## config.mk

```make
export PLATFORM = sky130hd
export DESIGN_NAME = hvsync_generator
export DESIGN_NICKNAME = d
export VERILOG_FILES = /design/src/rtl/hvsync_generator.sv
export SDC_FILE = /design/constraint.sdc
export NUM_CORES = 1
export LEC_CHECK = 0
export CORE_MARGIN = 5
export CORE_UTILIZATION = 41
export CTS_BUF_LIST = sky130_fd_sc_hd__clkbuf_8 sky130_fd_sc_hd__clkbuf_16
export CTS_CLUSTER_DIAMETER = 100
export DETAILED_ROUTE_END_ITERATION = 6
export GPL_ROUTABILITY_DRIVEN = 0
export PLACE_DENSITY = 0.7
export SLEW_MARGIN = 5
export SYNTH_ARGS = -nofsm -noshare
export SYNTH_HDL_FRONTEND = slang
export SYNTH_SLANG_ARGS = --single-unit
```

## constraint.sdc

```tcl
create_clock -name clk -period 1.8 [get_ports clk]
set_input_delay 0.18 -clock clk [delete_from_list [all_inputs] [get_ports clk]]
set_output_delay 0.18 -clock clk [all_outputs]
set_load 0.02 [all_outputs]
```

## src/rtl/hvsync_generator.sv

```systemverilog
// Raster timing generator: pixel/line counters, sync pulses, display-active flag.
// Optional HVSYNC_NEG_SYNC_EN makes hsync/vsync active-low; timing unchanged.
module hvsync_generator #(
    parameter int H_DISPLAY = 256,
    parameter int H_FRONT   = 7,
    parameter int H_SYNC    = 23,
    parameter int H_BACK    = 23,
    parameter int V_DISPLAY = 240,
    parameter int V_BOTTOM  = 14,
    parameter int V_SYNC    = 3,
    parameter int V_TOP     = 5
) (
    input  logic       clk,
    input  logic       reset,
    output logic       hsync,
    output logic       vsync,
    output logic       display_on,
    output logic [8:0] hpos,
    output logic [8:0] vpos
);

    localparam logic [8:0] H_MAX    = 9'(H_DISPLAY + H_FRONT + H_SYNC + H_BACK - 1);
    localparam logic [8:0] HS_START = 9'(H_DISPLAY + H_FRONT);
    localparam logic [8:0] HS_END   = 9'(H_DISPLAY + H_FRONT + H_SYNC - 1);
    localparam logic [8:0] V_MAX    = 9'(V_DISPLAY + V_BOTTOM + V_SYNC + V_TOP - 1);
    localparam logic [8:0] VS_START = 9'(V_DISPLAY + V_BOTTOM);
    localparam logic [8:0] VS_END   = 9'(V_DISPLAY + V_BOTTOM + V_SYNC - 1);
    localparam logic [8:0] H_VIS    = 9'(H_DISPLAY);
    localparam logic [8:0] V_VIS    = 9'(V_DISPLAY);

`ifdef HVSYNC_NEG_SYNC_EN
    localparam logic SYNC_IDLE = 1'b1;
`else
    localparam logic SYNC_IDLE = 1'b0;
`endif

    logic [8:0] hpos_q, hpos_d;
    logic [8:0] vpos_q, vpos_d;
    logic       hsync_q, hsync_d;
    logic       vsync_q, vsync_d;
    logic       h_end;
    logic       hs_act;
    logic       vs_act;

    // Next-state for counters and sync; sync is judged on the pre-edge position
    always_comb begin
        hpos_d  = hpos_q + 9'd1;
        vpos_d  = vpos_q;
        h_end   = (hpos_q == H_MAX);
        hs_act  = (hpos_q >= HS_START) && (hpos_q <= HS_END);
        vs_act  = (vpos_q >= VS_START) && (vpos_q <= VS_END);
        if (h_end) begin
            hpos_d = 9'd0;
            if (vpos_q == V_MAX) begin
                vpos_d = 9'd0;
            end else begin
                vpos_d = vpos_q + 9'd1;
            end
        end
        hsync_d = hs_act ^ SYNC_IDLE;
        vsync_d = vs_act ^ SYNC_IDLE;
    end

    // Raster state registers, cleared asynchronously to the top-left corner
    always_ff @(posedge clk or negedge reset) begin
        if (!reset) begin
            hpos_q  <= 9'd0;
            vpos_q  <= 9'd0;
            hsync_q <= SYNC_IDLE;
            vsync_q <= SYNC_IDLE;
        end else begin
            hpos_q  <= hpos_d;
            vpos_q  <= vpos_d;
            hsync_q <= hsync_d;
            vsync_q <= vsync_d;
        end
    end

    assign hpos       = hpos_q;
    assign vpos       = vpos_q;
    assign hsync      = hsync_q;
    assign vsync      = vsync_q;
    assign display_on = (hpos_q < H_VIS) && (vpos_q < V_VIS);

endmodule

```

==> parameters.txt <==
Parameter                              Value

Outcome
  Result of the run    finished clean

Floorplanning
  Die width    60.27 um
  # IOs    23
  Initial standard-cell utilization of the core    0.4220
  Area of the die    3632 um^2
  Core Area    2455 um^2
  Number of rows in the core area    18
  Vertical die dimension    60.27 um

Power and ir drop
  Net load switching power    0.1649 mW
  Internal    0.7492 mW
  Overall Power    0.9141 mW
  LEAKAGE    0.6370 nW
  Clock group share of total power    0.496
  Gate power share    0.013
  Reg power frac    0.491
  Switching fraction of total power    0.1804
  P per Cell Area    611.4 nW/um^2
  Maximum ir drop on the vdd rail    466.7 uV

Clock network
  Clock tree from TritonCTS    built
  Clock network latency to the later pin of the worst-skew pair    0.26 ns
  CTS Buf Count    3
  Root buf cell    clkbuf_8
  Worst-path clk slew    0.08 ns
  Clock net sink count    20
  Number of H-tree levels    1
  Buffer depth of the longest clock path    2

Setup path
  Maximum fanout along the worst path    4
  Critical path launch point type    register
  Worst setup EP type    register
  Required @ worst endpoint    1.99 ns
  Worst endpoint data arrival time    1.95 ns
  Setup CP Type    reg -> reg

Logic synthesis
  Synthesized area divided by synthesized cell count    10.26 um^2
  Share of the yosys chip area belonging to registers    0.4831
  Commonest cells post-synth    dfrtp_1 (20), nor2_1 (13), xnor2_1 (9), ha_1 (6)
  Most used DFF post-synth    dfrtp_1
  Post-synth top area share    0.4831
  Synthesized flop and latch total    20
  Number of instances in the synthesized netlist    101
  Synth Net Count    109
  Post-Syn Area    1036 um^2
  Dominant cells by area after synthesis    dfrtp_1 (48%), xnor2_1 (7.6%), ha_1 (7.2%), nor2_1 (4.7%), xor2_1 (3.4%)
  Share of async-settable or async-resettable flops after synthesis    1.000
  Most repeated cell in the gate-level netlist after synthesis    dfrtp_1
  Synthesis warning total    0
  Number of enable flip-flop cells after synthesis    0
  Count of different cell masters after synthesis    29
  Cell accounting for the most synthesized area    dfrtp_1

Timing
  RSZ-0062 raised after global routing    no
  Transition at the pin with the smallest max-transition slack    0.4727 ns
  Fraction of the cycle the final worst path needs    0.9741
  Final worst path period need    1.753 ns
  Relative slew margins    0.6767
  Final hold slack    0.2583 ns
  Number of endpoints failing setup at the final stage    0
  Maximum clock frequency    570.4 MHz
  Final slew viol count    0
  Final Hold Violating Endpoints    0
  Worst Clk Skew    0.004864 ns

Drt
  Remaining design rule violation count    0
  Total via count after detailed routing    910
  Count of antenna-violating nets left after detailed routing    0
  Number of DRC violations after detailed-routing iteration 0    20
  WL/cell    14.50 um
  Detailed-route vias per instance    5.291
  Total routed wirelength    2494 um
  Drt first pass iters    4

Global routing
  Via count of the first global-routing pass    893
  Number of antenna violations at the first check in global routing    0
  Total global routing track utilization    0.1556
  Pin count of the biggest net entering global routing    21
  Aggregate global routing overflow    0
  Wire length of the first global-routing pass    4140 um

Finish
  Fraction of layout instances using a drive strength above 1    0.1972
  Area added between synthesis and finish    44.32%
  Final instance area    1495 um^2
  Number of diodes    0
  Final standard cell count with taps included and fillers excluded    172
  Net total in the final layout    151
  Share of the core filled with cells in the final layout    0.6091

Min path
  Path category of the worst min-delay check    in -> async

Placement
  Placed Cells incl. Taps    168
  Cell area after placement    1416 um^2
  Number of input and output port buffers inserted    22
  Post-detail-place hpwl    1817 um

Job
  # Max-Cap Violations    0
[what timing repair did]
action,CTS,global route
setup endpoints to repair,1,6
hold buffers,0,0
buffers inserted,0,0
gates resized for setup,1,2
[cell families after synthesis]
kind of cell / synth area share
xor gates and xnor gates: 0.1099
adders and majority gates: 0.07246
muxes: 0.009662
DFF: 0.4831
AOI/OAI and AO/OA: 0.05434
and+or+nand+nor: 0.2440
buffers and inverters: 0.02656
[registers in the layout (all words and copies together) (netlist names)]
name   count
hpos       9
vpos       9
hsync      1
vsync      1
[worst max-delay path: stages, from the launching register on]
cell,delay [ns]
dfrtp_2,0.40
or3b_4,0.41
or3_4,0.37
or3_1,0.36
a21oi_1,0.13
[power by group through the flow]
stage | sequential [mW] | combinational, mW | clock (mW)
after floorplan | 0.458 | 0.000000180 | 0
after global placement | 0.458 | 0.0130 | 0
after detailed placement | 0.458 | 0.0131 | 0
after CTS | 0.449 | 0.0135 | 0.462
after global routing | 0.449 | 0.0142 | 0.483
final | 0.449 | 0.0123 | 0.453
[through the flow]
stage	setup WS, ns	TNS (ns)
2_1_floorplan	-0.03324	-0.09257
3_3_place_gp	0.09461	0
3_5_place_dp	0.04264	0
4_1_cts	0.02901	0
5_1_grt	0.004201	0
6_report	0.04670	0
[per-layer routing]
layer	part of all wire	vias up	track usage
li1	-	438	-
met1	0.42	433	0.1954
met2	0.48	35	0.2423
met3	0.070	4	0.03240
met4	0.022	0	0.09494
met5	0	-	0
[area by class of cell]
| cell class | instances | area [um^2] |
|---|---|---|
| Fill cell | 228 | 959.7 |
| Multi-Input combinational cell | 74 | 516.7 |
| Sequential cell | 20 | 504.2 |
| Timing Repair Buffer | 39 | 346.6 |
| Clock buffer | 3 | 41.29 |
| Tap cell | 30 | 37.54 |
| Clock inverter | 1 | 30.03 |
| Inverter | 5 | 18.77 |
[worst paths after layout]
| kind | start | endpoint | slack (ns) | cells past startpoint |
|---|---|---|---|---|
| worst min-delay path | reset | vsync | 0.26 | 2 |
| min in group clk | vpos[7] | vpos[7] | 0.52 | 1 |
| worst max-delay path | hpos[7] | vpos[8] | 0.05 | 4 |
| worst max register to register | hpos[7] | vpos[8] | 0.05 | 4 |
| max in group asynchronous | reset | hpos[6] | 1.31 | 2 |
| worst min register to register | vpos[7] | vpos[7] | 0.52 | 1 |
[cells in the final DEF, fill, tap and decap left out, drive strengths merged]
cell           synthesis  layout
clkdlybuf4s50          0      21
dfrtp                 20      20
buf                    0      17
nor2                  13      13
xnor2                  9       9
ha                     6       6
inv                    5       5
nand3                  5       5
nand2                  5       5
nand4                  5       5
nor3                   5       5
xor2                   4       4
and3                   3       3
nor4                   3       3
clkbuf                 2       3
a211oi                 2       2
o21ai                  2       2
or3                    2       2
nand2b                 1       1
or3b                   1       1
and2                   1       1
and4                   1       1
nor4b                  1       1
a2111oi                1       1
o2111ai                1       1
o41ai                  1       1
mux2i                  1       1
a21oi                  1       1
bufinv                 0       1
dlygate4sd2            0       1
No activity file was read; power rests on OpenSTA's default activity.
